===== config.mk =====
export PLATFORM = sky130hd
export DESIGN_NAME = mul_seq
export DESIGN_NICKNAME = d
export VERILOG_FILES = /design/src/rtl/mul_seq_pkg.sv /design/src/rtl/alu.sv /design/src/rtl/mul_seq.sv
export SDC_FILE = /design/constraint.sdc
export NUM_CORES = 1
export LEC_CHECK = 0
export CAP_MARGIN = 5
export CELL_PAD_IN_SITES_DETAIL_PLACEMENT = 2
export CELL_PAD_IN_SITES_GLOBAL_PLACEMENT = 2
export CORE_MARGIN = 2
export CORE_UTILIZATION = 34
export CTS_BUF_LIST = sky130_fd_sc_hd__clkbuf_4 sky130_fd_sc_hd__clkbuf_8
export DETAILED_ROUTE_END_ITERATION = 8
export GPL_TIMING_DRIVEN = 0
export PLACE_DENSITY_LB_ADDON = 0.2
export SKIP_CTS_REPAIR_TIMING = 1
export SLEW_MARGIN = 20
export SYNTH_ARGS = -nofsm -noshare
export SYNTH_HDL_FRONTEND = slang
export SYNTH_SLANG_ARGS = --single-unit
export TNS_END_PERCENT = 20

===== constraint.sdc =====
create_clock -name clk -period 5.1 [get_ports clk]
set_input_delay 1.275 -clock clk [delete_from_list [all_inputs] [get_ports clk]]
set_output_delay 1.275 -clock clk [all_outputs]
set_load 0.02 [all_outputs]

===== src/rtl/mul_seq_pkg.sv =====
// Shared constants and types for the sequential shift-add multiplier.
package mul_seq_pkg;

  localparam int MUL_ITERS = 32;

  localparam logic [2:0] ALU_AND = 3'b000;
  localparam logic [2:0] ALU_OR  = 3'b001;
  localparam logic [2:0] ALU_ADD = 3'b010;
  localparam logic [2:0] ALU_NOR = 3'b101;
  localparam logic [2:0] ALU_SUB = 3'b110;

  typedef enum logic [2:0] {
    IDLE    = 3'd0,
    NEG_IN  = 3'd1,
    LOOP    = 3'd2,
    NEG_OUT = 3'd3,
    DONE    = 3'd4
  } state_t;

  typedef struct packed {
    logic        is_signed;
    logic [31:0] a;
    logic [31:0] b;
  } mul_req_t;

endpackage


===== src/rtl/alu.sv =====
// 32-bit ALU; the single adder in the multiplier datapath.
module alu
  import mul_seq_pkg::*;
(
  input  logic [31:0] A,
  input  logic [31:0] B,
  input  logic [2:0]  ALUop,
  output logic [31:0] Result,
  output logic        Overflow,
  output logic        Zero,
  output logic        CarryOut
);

  logic [31:0] b_op;
  logic [32:0] sum;

  // ALUop[2] selects subtract: A + ~B + 1
  always_comb begin
    b_op = ALUop[2] ? ~B : B;
    sum  = {1'b0, A} + {1'b0, b_op} + {32'b0, ALUop[2]};
    case (ALUop)
      ALU_AND: Result = A & B;
      ALU_OR:  Result = A | B;
      ALU_NOR: Result = ~(A | B);
      default: Result = sum[31:0];
    endcase
  end

  assign CarryOut = sum[32];
  assign Overflow = (A[31] == b_op[31]) && (sum[31] != A[31]);
  assign Zero     = (Result == 32'd0);

endmodule


===== src/rtl/mul_seq.sv =====
// Sequential 32x32 multiplier: sign-magnitude wrapper around a 32-step
// shift-add loop, all arithmetic routed through one shared alu.
module mul_seq
  import mul_seq_pkg::*;
#(
  parameter int DATA_WIDTH = 32
) (
  input  logic                    clk,
  input  logic                    rst,
  input  logic                    start,
  input  logic                    is_signed,
  input  logic [DATA_WIDTH-1:0]   a,
  input  logic [DATA_WIDTH-1:0]   b,
  output logic                    busy,
  output logic                    done,
  output logic [2*DATA_WIDTH-1:0] prod
);

  localparam logic [5:0] LAST_ITER = 6'(MUL_ITERS - 1);

  state_t      state, state_nxt;
  logic [31:0] mcand, hi, lo;
  logic [5:0]  cnt;
  logic        neg, sgn;
  logic [63:0] prod_q;

  logic [31:0] alu_a, alu_b, alu_res;
  logic [2:0]  alu_op;
  logic        alu_co;
  logic        alu_ovf_unused, alu_zero_unused;

  alu u_alu (
    .A        (alu_a),
    .B        (alu_b),
    .ALUop    (alu_op),
    .Result   (alu_res),
    .Overflow (alu_ovf_unused),
    .Zero     (alu_zero_unused),
    .CarryOut (alu_co)
  );

  always_ff @(posedge clk) begin
    if (rst) state <= IDLE;
    else     state <= state_nxt;
  end

  // cnt[0] doubles as the sub-step index inside the 2-cycle NEG states
  always_comb begin
    state_nxt = state;
    busy      = (state != IDLE);
    done      = (state == DONE);
    alu_a     = hi;
    alu_b     = mcand;
    alu_op    = ALU_ADD;
    case (state)
      IDLE: if (start) state_nxt = is_signed ? NEG_IN : LOOP;
      NEG_IN: begin
        alu_a  = '0;
        alu_b  = cnt[0] ? lo : mcand;
        alu_op = ALU_SUB;
        if (cnt[0]) state_nxt = LOOP;
      end
      LOOP: if (cnt == LAST_ITER) state_nxt = sgn ? NEG_OUT : DONE;
      NEG_OUT: begin
        if (!cnt[0]) begin
          // 64-bit negate: hi gets the +1 carry only when lo is zero
          if (lo == 32'd0) begin
            alu_a  = '0;
            alu_b  = hi;
            alu_op = ALU_SUB;
          end else begin
            alu_a  = hi;
            alu_b  = '0;
            alu_op = ALU_NOR;
          end
        end else begin
          alu_a     = '0;
          alu_b     = lo;
          alu_op    = ALU_SUB;
          state_nxt = DONE;
        end
      end
      DONE:    state_nxt = IDLE;
      default: state_nxt = IDLE;
    endcase
  end

  always_ff @(posedge clk) begin
    if (rst) begin
      mcand  <= '0;
      hi     <= '0;
      lo     <= '0;
      cnt    <= '0;
      neg    <= 1'b0;
      sgn    <= 1'b0;
      prod_q <= '0;
    end else begin
      case (state)
        IDLE: if (start) begin
          mcand <= a;
          lo    <= b;
          hi    <= '0;
          sgn   <= is_signed;
          neg   <= 1'b0;
          cnt   <= '0;
        end
        NEG_IN: begin
          if (!cnt[0]) begin
            neg <= mcand[31] ^ lo[31];
            if (mcand[31]) mcand <= alu_res;
            cnt <= 6'd1;
          end else begin
            if (lo[31]) lo <= alu_res;
            cnt <= '0;
          end
        end
        LOOP: begin
          if (lo[0]) {hi, lo} <= {alu_co, alu_res, lo[31:1]};
          else       {hi, lo} <= {1'b0, hi, lo[31:1]};
          cnt <= (cnt == LAST_ITER) ? 6'd0 : cnt + 6'd1;
        end
        NEG_OUT: begin
          if (!cnt[0]) begin
            if (neg) hi <= alu_res;
            cnt <= 6'd1;
          end else begin
            if (neg) lo <= alu_res;
            cnt <= '0;
          end
        end
        DONE: prod_q <= {hi, lo};
        default: ;
      endcase
    end
  end

  assign prod = done ? {hi, lo} : prod_q;

endmodule


==> run summary <==
==================================================================================
Starting density of the core                                                0.3448
Number of max-slew violations in the final report                                0
Number of antenna violations at the first check in global routing                0
Setup repair after global routing missed its margin                           true
Reg2reg setup slack                                                        0.05 ns
Worst R2R Start                                                              lo[0]
Net switching power figure                                              0.004756 W
Clock-pin slew on the worst setup and hold paths                           0.10 ns
Most instantiated library cell after synthesis                        sky130_fd_sc_hd__dfxtp_1
Async set or reset register ratio after synthesis                                0
Count of clock tree sinks                                                      171
Area of the die                                                          34380 um2
Core Rows                                                                       66
Via density per instance                                                     6.272
Internal cell power                                                     0.003661 W
Post-Synthesis Net Count                                                      1516
Reg2reg end                                                                 lo[31]
Remaining routing DRC violations                                                 0
Final number of hold-violating endpoints                                         0
Count of nets after finishing                                                 1683
Syn. warnings                                                                    0
Hpwl dp                                                                   45.49 mm
Hold path endpoint                                                          cnt[5]
Maximum level of the CTS H-tree                                                  4
Number of buffers on the longest clock path                                      2
Clock insertion delay at the later pin of the skew report                  0.55 ns
Pin count of the biggest net entering global routing                            18
CP Data Required Time                                                      3.83 ns
Aggregate global routing overflow                                                0
Total via count in the routed design                                        12.78k
Status                                                                finished clean
Switching Share                                                             0.5650
Areal power density over the cells                                    602.2 nW/um2
Most used flip-flop cell after synthesis                              sky130_fd_sc_hd__dfxtp_1
Vias in the first global route                                              13.07k
Number of instances in the synthesized netlist                                1415
Leak                                                                      5.313 nW
I/O pin cnt                                                                    134
First-pass GRT wire length                                                84.45 mm
Clock root buffer master                                              sky130_fd_sc_hd__clkbuf_8
Yosys reg bits                                                                 171
Total length of routed wires                                              58.71 mm
Path type of the worst setup path                                          reg2out
Peak supply drop                                                          257.3 uV
Endpoint kind of the worst setup timing path                          primary output
RePlAce Congestion                                                          0.9462
Sequential power share                                                       0.244
Worst hold path type                                                       reg2reg
Total of fill cells in the finished design                                    3703
Number of CTS-inserted buffers                                                  17
Post-DRT Antenna Nets                                                            0
Sort of element at the start of the critical path                         register
R2R cell count                                                                  19
Dominant cell type by area after synthesis                            sky130_fd_sc_hd__dfxtp_1
Final critical-path required period                                       5.063 ns
Core Region                                                              32450 um2
Arrival time at the worst endpoint                                         3.79 ns
CP Max Fanout                                                                   10
Max-cap violations                                                               0
Area growth from synthesis to layout                                        24.89%
Portion of the post-synthesis area used by sequential elements              0.3059
Antenna diodes                                                                   0
Hold Worst Slack                                                         0.5063 ns
All-layer global routing usage                                              0.3383
Die extent in x                                                           185.4 um
Highest clock rate                                                      0.1975 GHz
Unique cell type count in the Yosys netlist                                     74
Share of final-layout standard cells stronger than drive strength 1         0.1361
Number of buffers added on ports                                               132
Total standard cell area after synthesis                                 11190 um2
Launching element of the worst setup path                                 state[0]
Post-Synthesis Mean Instance Area                                        7.909 um2
Leading post-synthesis cells by cell area                             sky130_fd_sc_hd__dfxtp_1, sky130_fd_sc_hd__mux2_2, sky130_fd_sc_hd__a21oi_1, sky130_fd_sc_hd__and2_1, sky130_fd_sc_hd__o21ai_0
Power consumption                                                       0.008417 W
Count of TritonRoute iterations in the first routing pass                        5
DRT iter0 DRCs                                                                1241
Slew at the pin closest to its max-slew limit                             1.195 ns
Die Y-Extent                                                              185.4 um
Worst max-slew margin expressed relative to the limit                       0.2004
Number of flops mapped to enable cells by yosys                                  0
Clk_skew                                                                0.02810 ns
Final-report setup violation count                                               0
Worst Hold Depth                                                                 2
Post-synth top area share                                                   0.3059
Proportion of power drawn by combinational gates                             0.638
Clock tree from TritonCTS                                                    built
Part of the cycle the worst path needs                                      0.9928
Post-DR wirelength/cell                                                   28.82 um
Top post-synthesis cells by count                                     sky130_fd_sc_hd__dfxtp_1, sky130_fd_sc_hd__a21oi_1, sky130_fd_sc_hd__o21ai_0
Clk network pwr share                                                        0.118
Hold path startpoint                                                        cnt[5]
==================================================================================
registers in the layout, summed over array words and instances (netlist names):
signal and flops:
cnt 6, hi 32, lo 32, mcand 32, neg 1, prod_q 64
sgn 1, state 3
placed cells by master, fill, tap and decap left out, types with 16 or more instances in the layout:
cell type and n:
sky130_fd_sc_hd__nor2_1 100, sky130_fd_sc_hd__inv_1 25, sky130_fd_sc_hd__o21ai_0 114, sky130_fd_sc_hd__a21o_1 26, sky130_fd_sc_hd__clkbuf_1 66, sky130_fd_sc_hd__o22ai_1 20
sky130_fd_sc_hd__o221ai_1 18, sky130_fd_sc_hd__a22oi_1 33, sky130_fd_sc_hd__nor3_1 16, sky130_fd_sc_hd__and3_1 18, sky130_fd_sc_hd__clkbuf_8 18, sky130_fd_sc_hd__a31oi_1 20
sky130_fd_sc_hd__a211oi_1 37, sky130_fd_sc_hd__nand2b_1 22, sky130_fd_sc_hd__nand2_1 115, sky130_fd_sc_hd__a21oi_1 143, sky130_fd_sc_hd__and2_1 98, sky130_fd_sc_hd__nand3_1 18
sky130_fd_sc_hd__dfxtp_1 167, sky130_fd_sc_hd__ha_1 28, sky130_fd_sc_hd__o211ai_1 16, sky130_fd_sc_hd__buf_4 21, sky130_fd_sc_hd__clkdlybuf4s50_1 132, sky130_fd_sc_hd__mux2_2 68
cells by family (layout without fill, tap and decap cells):
kind of cell | after synthesis | count (layout) | synth area share
muxes | 85 | 85 | 0.08363
adders and majority gates | 33 | 33 | 0.03757
AOI/OAI and AO/OA | 536 | 536 | 0.3079
xor gates and xnor gates | 28 | 28 | 0.02191
DFF | 171 | 171 | 0.3059
and+or+nand+nor | 433 | 433 | 0.1989
buffers and inverters | 129 | 309 | 0.04416
per-layer routing:
layer	wire length, um	global-route usage	part of all wire	up-vias
met5	0	0	0	-
met4	2542	0.1698	0.043	0
met3	4462	0.06528	0.076	143
met2	27260	0.5385	0.46	628
met1	24440	0.4357	0.42	6451
li1	-	-	-	5554
critical path, cell delays in order (launching register included):
cell and delay (ns):
sky130_fd_sc_hd__dfxtp_1 0.35, sky130_fd_sc_hd__clkbuf_1 0.24, sky130_fd_sc_hd__inv_1 0.30, sky130_fd_sc_hd__and3_1 0.31
sky130_fd_sc_hd__clkbuf_2 0.52, sky130_fd_sc_hd__clkbuf_1 0.54, sky130_fd_sc_hd__mux2_2 0.42, sky130_fd_sc_hd__clkdlybuf4s50_1 0.56
area by class of cell:
class                   count  area [um2]  share of cell area
repair buffers            153        1479              0.1058
clock inverters            14       123.9            0.008863
multi-input cells        1115        7621              0.5453
inverters                  26       97.59            0.006983
clock buffers              18       247.7             0.01773
flip-flops and latches    171        3428              0.2453
well taps                 442       553.0             0.03957
plain buffers              98       425.4             0.03044
worst max path at each step:
| stage | endpoint | slack, ns | depth (start not counted) |
|---|---|---|---|
| 6_report | prod[30] | 0.04 | 7 |
| 5_1_grt | lo[23] | -0.10 | 18 |
| 4_1_cts | lo[26] | -1.95 | 17 |
| 3_5_place_dp | lo[26] | -1.92 | 17 |
| 3_3_place_gp | lo[30] | -1.80 | 17 |
| 2_1_floorplan | lo[30] | 0.53 | 18 |
through the flow:
step           instance area, um2  std cells  utilization  setup slack [ns]  TNS (ns)
2_1_floorplan               11190       1415            -            0.5312         0
3_3_place_gp                13070       1989       0.4026            -1.802    -82.26
3_5_place_dp                13070       1989       0.4026            -1.922    -88.72
4_1_cts                     13440       2021       0.4141            -1.955    -91.83
5_1_grt                     13980       2037       0.4306           -0.1022    -2.013
6_report                    13980       2037       0.4306           0.03662         0
power groups by stage:
stage	sequential, W	clock (W)	combinational (W)
CTS	0.00199	0.00101	0.00480
global placement	0.00201	0	0.00462
finish	0.00205	0.000997	0.00537
detailed placement	0.00202	0	0.00476
floorplan	0.00183	0	0.00293
global route	0.00207	0.00106	0.00562
Note: power is estimated with default switching activity, not from simulation.
